===== config.mk =====
export PLATFORM = sky130hd
export DESIGN_NAME = alu_seq
export DESIGN_NICKNAME = d
export VERILOG_FILES = /design/src/rtl/alu_seq.sv
export SDC_FILE = /design/constraint.sdc
export NUM_CORES = 1
export LEC_CHECK = 0
export ABC_CLOCK_PERIOD_IN_PS = 2800
export BUFFER_PORTS_ARGS = -buffer_cell sky130_fd_sc_hd__buf_2
export CORE_AREA = 8 8 105 107
export CTS_CLUSTER_SIZE = 28
export DETAILED_ROUTE_END_ITERATION = 6
export DIE_AREA = 0 0 113 115
export GPL_ROUTABILITY_DRIVEN = 0
export PLACE_DENSITY = 0.66
export SLEW_MARGIN = 15
export SYNTH_ARGS = -nofsm -noshare
export SYNTH_HDL_FRONTEND = slang
export SYNTH_SLANG_ARGS = --single-unit

===== constraint.sdc =====
create_clock -name clk -period 2.8 [get_ports clk]
set_clock_uncertainty 0.15 [all_clocks]
set_input_delay 0.14 -clock clk [delete_from_list [all_inputs] [get_ports clk]]
set_output_delay 0.14 -clock clk [all_outputs]
set_load 0.01 [all_outputs]

===== src/rtl/alu_seq.sv =====
// rtl/alu_seq.sv - sequential 8-bit ALU stage with iterative shift-add MUL
module alu_seq #(
    parameter int W         = 8,
    parameter int MUL_STEPS = 8
) (
    input  logic         clk,
    input  logic         start,
    input  logic         op_valid,
    input  logic [3:0]   op,
    input  logic [3:0]   dst,
    input  logic [W-1:0] acc_in,
    input  logic [W-1:0] opd_in,
    input  logic [W-1:0] status_in,
    output logic [W-1:0] result,
    output logic         wr_en,
    output logic [3:0]   wr_addr,
    output logic         flag,
    output logic         busy,
    output logic         done
);

    localparam int CW = $clog2(MUL_STEPS);
    localparam logic [CW-1:0] LAST_STEP = CW'(MUL_STEPS - 1);

    localparam logic [3:0] OP_ADD  = 4'd0;
    localparam logic [3:0] OP_ADDC = 4'd1;
    localparam logic [3:0] OP_SUB  = 4'd2;
    localparam logic [3:0] OP_AND  = 4'd3;
    localparam logic [3:0] OP_OR   = 4'd4;
    localparam logic [3:0] OP_XOR  = 4'd5;
    localparam logic [3:0] OP_SHL  = 4'd6;
    localparam logic [3:0] OP_SHR  = 4'd7;
    localparam logic [3:0] OP_MUL  = 4'd8;
    localparam logic [3:0] OP_CMP  = 4'd9;

    typedef enum logic [1:0] {
        S_IDLE,
        S_MUL,
        S_RESP
    } state_t;

    state_t          state;
    logic [CW-1:0]   cnt;
    logic [2*W-1:0]  prod;     // high half: partial sum, low half: remaining multiplier bits
    logic [W-1:0]    mcand;
    logic [3:0]      dst_q;

    logic [W:0]      sum_c;
    logic [W-1:0]    res_c;
    logic            flag_c;
    logic            we_c;
    logic [W:0]      mul_sum;
    logic [2*W-1:0]  prod_next;

    // Only the carry-in bit of the status register is consumed.
    logic unused_status;
    assign unused_status = ^status_in[W-1:1];

    // Single-cycle result, evaluated from the live operands at the accept edge.
    always_comb begin
        sum_c  = '0;
        res_c  = result;
        flag_c = flag;
        we_c   = 1'b1;
        case (op)
            OP_ADD: begin
                sum_c  = {1'b0, acc_in} + {1'b0, opd_in};
                res_c  = sum_c[W-1:0];
                flag_c = sum_c[W];
            end
            OP_ADDC: begin
                sum_c  = {1'b0, acc_in} + {1'b0, opd_in} + {{W{1'b0}}, status_in[0]};
                res_c  = sum_c[W-1:0];
                flag_c = sum_c[W];
            end
            OP_SUB: begin
                // Bit W of the zero-extended difference is the unsigned borrow.
                sum_c  = {1'b0, acc_in} - {1'b0, opd_in};
                res_c  = sum_c[W-1:0];
                flag_c = sum_c[W];
            end
            OP_AND: begin
                res_c  = acc_in & opd_in;
                flag_c = ~|(acc_in & opd_in);
            end
            OP_OR: begin
                res_c  = acc_in | opd_in;
                flag_c = ~|(acc_in | opd_in);
            end
            OP_XOR: begin
                res_c  = acc_in ^ opd_in;
                flag_c = ~|(acc_in ^ opd_in);
            end
            OP_SHL: begin
                res_c  = {acc_in[W-2:0], 1'b0};
                flag_c = acc_in[W-1];
            end
            OP_SHR: begin
                res_c  = {1'b0, acc_in[W-1:1]};
                flag_c = acc_in[0];
            end
            OP_CMP: begin
                flag_c = (acc_in == opd_in);
                we_c   = 1'b0;
            end
            default: begin
                we_c   = 1'b0;
            end
        endcase
    end

    // One shift-add step: add the multiplicand when the current multiplier bit is set, then shift right.
    always_comb begin
        mul_sum   = {1'b0, prod[2*W-1:W]} + (prod[0] ? {1'b0, mcand} : {(W+1){1'b0}});
        prod_next = {mul_sum, prod[W-1:1]};
    end

    // Control FSM with registered outputs; reset aborts any op in flight.
    always_ff @(posedge clk) begin
        if (start) begin
            state   <= S_IDLE;
            cnt     <= '0;
            prod    <= '0;
            mcand   <= '0;
            dst_q   <= '0;
            result  <= '0;
            wr_addr <= '0;
            flag    <= 1'b0;
            wr_en   <= 1'b0;
            done    <= 1'b0;
            busy    <= 1'b0;
        end else begin
            case (state)
                S_IDLE: begin
                    if (op_valid) begin
                        busy <= 1'b1;
                        if (op == OP_MUL) begin
                            state <= S_MUL;
                            cnt   <= '0;
                            prod  <= {{W{1'b0}}, opd_in};
                            mcand <= acc_in;
                            dst_q <= dst;
                        end else begin
                            state   <= S_RESP;
                            result  <= res_c;
                            flag    <= flag_c;
                            wr_en   <= we_c;
                            wr_addr <= dst;
                            done    <= 1'b1;
                        end
                    end
                end
                S_MUL: begin
                    prod <= prod_next;
                    cnt  <= cnt + 1'b1;
                    if (cnt == LAST_STEP) begin
                        state   <= S_RESP;
                        result  <= prod_next[W-1:0];
                        flag    <= |prod_next[2*W-1:W];
                        wr_en   <= 1'b1;
                        wr_addr <= dst_q;
                        done    <= 1'b1;
                    end
                end
                S_RESP: begin
                    state <= S_IDLE;
                    busy  <= 1'b0;
                    wr_en <= 1'b0;
                    done  <= 1'b0;
                end
                default: begin
                    state <= S_IDLE;
                    busy  <= 1'b0;
                    wr_en <= 1'b0;
                    done  <= 1'b0;
                end
            endcase
        end
    end

endmodule


# Word level (Yosys, flattened, before mapping)
# Index checks and enable logic that the tools add are counted.
[word_totals]
in_bits = 35
out_inout_bits = 16
regBits = 49
[classes]
addsub = 5
eq_ne = 18
n_reduce_logical = 19
bitwise_logic = 4
n_mux = 35
[ops]
columns = ["operator", "n"]
rows = [
  ["$pmux W8 S8", 1],
  ["$reduce_or A8 Y1", 5],
  ["$mux W16", 2],
  ["$mux W8", 4],
  ["$pmux W16 S2", 1],
  ["$add A8 B8 Y9", 2],
  ["$eq A4 B3 Y1 const B", 4],
  ["$pmux W8 S2", 1],
  ["$mux W4", 3],
  ["$mux W1", 10],
  ["$ne A10 B1 Y1 const B", 1],
  ["$reduce_and A5 Y1", 2],
  ["$add A9 B1 Y9", 1],
  ["$ne A9 B1 Y1 const B", 1],
  ["$pmux W1 S9", 1],
  ["$reduce_and A3 Y1", 3],
  ["$sub A8 B8 Y9", 1],
  ["$and A8 B8 Y8", 1],
  ["$eq A4 B2 Y1 const B", 2],
  ["$eq A4 B4 Y1 const B", 2],
  ["$eq A8 B8 Y1", 1],
  ["$ne A2 B2 Y1 const B", 4],
  ["$or A8 B8 Y8", 1],
  ["$pmux W1 S2", 4],
  ["17 further kinds", 23],
]

# Longest topological paths before layout
[depth]
depth_word = 7
depth_mapped = 11
ltp_nobuf = 11

# Worst setup path after synthesis
# No wires, ideal clock.
[synth_timing]
kind = "flip-flop to flip-flop"
start = "register prod[0]"
end = "register flag"
path_stages_with_launch = 11
required_time_ps = 2517
slack_ps = 225
arrival_ps = 2292
path_cell_list = "dfxtp_1 and2_1 ha_1 fa_1 a21o_1 a211oi_1 nor2_1 nor4_1 a31oi_1 o41ai_1 o31ai_1"
[synth_via]
elab_chain_len = 5
[synth_rtl]
columns = ["item", "line_no", "text"]
rows = [
  ["start, declared", "44", "logic [2*W-1:0] prod;"],
  ["start signal, assigned", "140", "prod <= {{W{1'b0}}, opd_in};"],
  ["start signal, assigned", "154", "prod <= prod_next;"],
  ["$mux W8", "114", "mul_sum = {1'b0, prod[2*W-1:W]} + (prod[0] ? {1'b0, mcand} : {(W+1){1'b0}});"],
  ["$add A8 B8 Y9", "114", ""],
  ["$reduce_or A8 Y1", "159", "flag <= |prod_next[2*W-1:W];"],
  ["$mux W1", "156", "if (cnt == LAST_STEP) begin"],
  ["$pmux W1 S2", "133", "case (state)"],
  ["end signal, assigned", "146", "flag <= flag_c;"],
  ["end signal, assigned", "159", ""],
  ["end, declared", "17", "output logic flag,"],
]
# No other way between the ends. The select of a mux whose other input is x is not followed.
# A chain may end at the register's enable or synchronous reset.

# Worst setup path after layout
[layout_timing]
start = "input opd_in[5]"
end = "register flag"
[layout_via]
elab_chain_len = 7
elab_cells_between_ends = 17
cone_classes = "add/sub: 3; eq/ne: 1; mux: 4; bitwise: 3; reduce/logical: 6"
[layout_rtl]
columns = ["item", "line_no", "text"]
rows = [
  ["start, declared", "12", "input logic [W-1:0] opd_in,"],
  ["branches (longest 3 deep; another with $add A8 B8 Y9)", "--", ""],
  ["$pmux W1 S9 *", "65", "case (op)"],
  ["$mux W1 *", "137", "if (op == OP_MUL) begin"],
  ["$mux W1 *", "135", "if (op_valid) begin"],
  ["$pmux W1 S2 *", "133", ""],
]
# Every way passes the cells marked *. The select of a mux whose other input is x is not followed.

==> results.json <==
{
  "grtUsageTotal": 0.182,
  "route.detailed.drc": 0,
  "cts_tree": "done",
  "path_clk_slew_ns": 0.09,
  "vdd_drop_max_uv": 188,
  "syn_nets": 585,
  "finalSetupViolCount": 0,
  "root_buffer": "clkbuf_8",
  "max_slew_margin": 0.419,
  "die_width_um": 113,
  "hold_class": "input pin to flip-flop",
  "gr-total-overflow": 0,
  "maxCapViolCount": 0,
  "clockPowerShare": 0.253,
  "async_reset_ff_frac": 0,
  "final-seq-area_um2": 981,
  "grt_max_degree": 50,
  "clk_latency_ns": 0.31,
  "worstPathArrival_ns": 2.79,
  "vias_per_cell": 5.94,
  "grt_pass1_wl_mm": 19.3,
  "critical_path_class": "input pin to flip-flop",
  "ant_nets": 0,
  "drtIter0Drc": 358,
  "status": "finished clean",
  "p_sw_mw": 0.588,
  "core_area_mm2": 0.00946,
  "cp.required_ns": 2.87,
  "htreeDepth": 2,
  "worstMarginPinSlew_ns": 0.871,
  "die_h_um": 115,
  "drt_pass1_iterations": 5,
  "ys_seq_area_frac": 0.239,
  "cp_common_cell": "o31ai_1",
  "cellLeakagePower_nw": 2.00,
  "max_freq_mhz": 369,
  "ioPinCount": 51,
  "wl_mm": 11.9,
  "syn2layout_area_growth_pct": 12.3,
  "critical_path_peak_fanout": 8,
  "syn_inst": 510,
  "layout_common_cells": "nor2_1, nand2_1, dfxtp_1",
  "dpl.hpwl_mm": 9.08,
  "diodes": 0,
  "clock_sinks": 49,
  "rsz0062_at_grt": "no",
  "antenna_found_initial": 0,
  "drive_gt1_frac": 0.179,
  "num_vias": 3995,
  "final_common_cell": "nor2_1",
  "nets": 632,
  "postCtsSetupRepairBufs": 0,
  "nFillCells": 946,
  "ys_seq_elements": 49,
  "cts.path.max_buffers": 2,
  "grt_pass1_vias": 3859,
  "timing.hold.ws_ns": 0.0111,
  "max_stage_delay_ns": 0.51,
  "timing.final.hold_violations": 0,
  "cts_buffers": 5,
  "rows": 36,
  "crit_path_end_kind": "flip-flop",
  "portBuffers": 43,
  "synth_cell_types": 79,
  "critPathLaunchType": "input pin",
  "power-per-cell-area_mw_per_mm2": 371,
  "fin_crit_sh": 0.969,
  "power_mw": 1.71,
  "power_frac_comb": 0.316,
  "slowest_stage": "dlygate4sd3_1",
  "ys.warnings.count": 0,
  "synth_edf_count": 0,
  "routedWlPerCell_um": 17.7,
  "multi_input_area_mm2": 0.00287,
  "synth_ff_type": "dfxtp_1",
  "syn_area_per_cell_um2": 8.06,
  "path_cells": "dlygate4sd3_1 > buf_2 > inv_1 > ha_1 > nor2_1 > a21oi_1 > nand3b_1 > a2111oi_1 > buf_4 > a211o_1 > o31ai_1 > o31ai_1",
  "syn_area_mm2": 0.00411,
  "pwr-share-seq": 0.431,
  "fin_crit_ns": 2.71,
  "switching_share": 0.343,
  "dieArea_mm2": 0.0130,
  "initial_core_util": 0.435,
  "fin_setup_tns_ns": 0,
  "p_int_mw": 1.13,
  "slew_viol_final": 0
}
[power by group through the flow]
| stage | clock network, mW | logic (mW) | registers, mW |
|---|---|---|---|
| after floorplan | 0 | 0.359 | 0.762 |
| after global placement | 0 | 0.511 | 0.755 |
| after detailed placement | 0 | 0.518 | 0.756 |
| after CTS | 0.437 | 0.529 | 0.740 |
| after global routing | 0.473 | 0.590 | 0.744 |
| final | 0.434 | 0.541 | 0.739 |
[per-layer routing]
layer,share of wire,global-route usage
met4,0.027,0.0613
met1,0.43,0.226
met2,0.48,0.317
met5,0,0
met3,0.059,0.0236
[worst max-delay path, delay by kind of cell]
kind | cells | cell delay, ns
compound gates | 5 | 1.08
buf+inv | 4 | 0.88
fa+ha+maj | 1 | 0.47
simple gates | 2 | 0.21
[flip-flops by register name (all words and copies together) (netlist names)]
signal and count:
dst_q 4, done 1, busy 1, result 8
cnt 3, flag 1, wr_en 1, state 2
prod 16, wr_addr 4, mcand 8
[worst paths after layout]
kind / slack [ns] / cells past startpoint / end / start
max: 0.09 / 12 / flag / opd_in[5]
min: 0.01 / 3 / prod[3] / opd_in[3]
max reg2reg: 0.11 / 10 / flag / prod[0]
min reg2reg: 0.31 / 2 / result[0] / result[0]
[synth_stat cells (3+ instances only)]
cell	count	area, um^2
o221ai_1	5	43.8
buf_6	3	33.8
xor2_1	5	43.8
inv_1	26	97.6
a31oi_1	4	25.0
o211ai_1	5	37.5
a21o_1	6	45.0
nor2_1	69	259
fa_1	3	60.1
o21bai_1	8	60.1
xnor2_1	11	96.3
a22oi_1	8	60.1
a211oi_1	8	60.1
nand2_1	49	184
buf_2	9	45.0
nand4_1	7	43.8
a311oi_1	15	131
a221oi_1	3	26.3
nand2b_1	6	37.5
nor3_1	6	30.0
nand3b_1	3	22.5
o21ai_1	6	30.0
nor4_1	5	31.3
nor2b_1	11	68.8
o22ai_1	3	18.8
mux2i_1	6	60.1
and2_1	10	62.6
a21oi_1	32	160
o21ai_0	15	75.1
dfxtp_1	49	981
ha_1	37	463
clkbuf_1	11	41.3
nand3_1	3	15.0
mux4_2	3	67.6
clkbuf_8	4	55.1
o21a_1	4	30.0
[layout make-up]
cell class | instances | area share
Sequential cell | 49 | 0.213
Clock inverter | 2 | 0.00298
Inverter | 26 | 0.0211
Multi-Input combinational cell | 405 | 0.622
Tap cell | 114 | 0.0309
Timing Repair Buffer | 70 | 0.0949
Clock buffer | 6 | 0.0157
[per-stage QoR]
stage                     utilization  area [um^2]  setup slack, ns  cells
after floorplan                     -         4110            0.225    510
after global placement          0.467         4420           0.0492    656
after detailed placement        0.467         4420           0.0244    656
after CTS                       0.485         4590           0.0393    672
after global routing            0.488         4620         0.000708    672
final                           0.488         4620           0.0871    672
[logic make-up after synthesis]
logic type | count (synthesis) | share of synthesized area
compound gates | 148 | 0.258
xor+xnor | 17 | 0.0381
fa+ha+maj | 40 | 0.127
buf+inv | 56 | 0.0703
flops | 49 | 0.239
mux | 10 | 0.0338
simple gates | 190 | 0.234
[repair_timing]
action,in CTS,in global routing
endpoints found under the hold margin,12,0
gates resized for setup,1,5
hold buffers,8,0
setup endpoints to repair,1,3
pin swaps,0,1
Note: power is estimated with default switching activity, not from simulation.
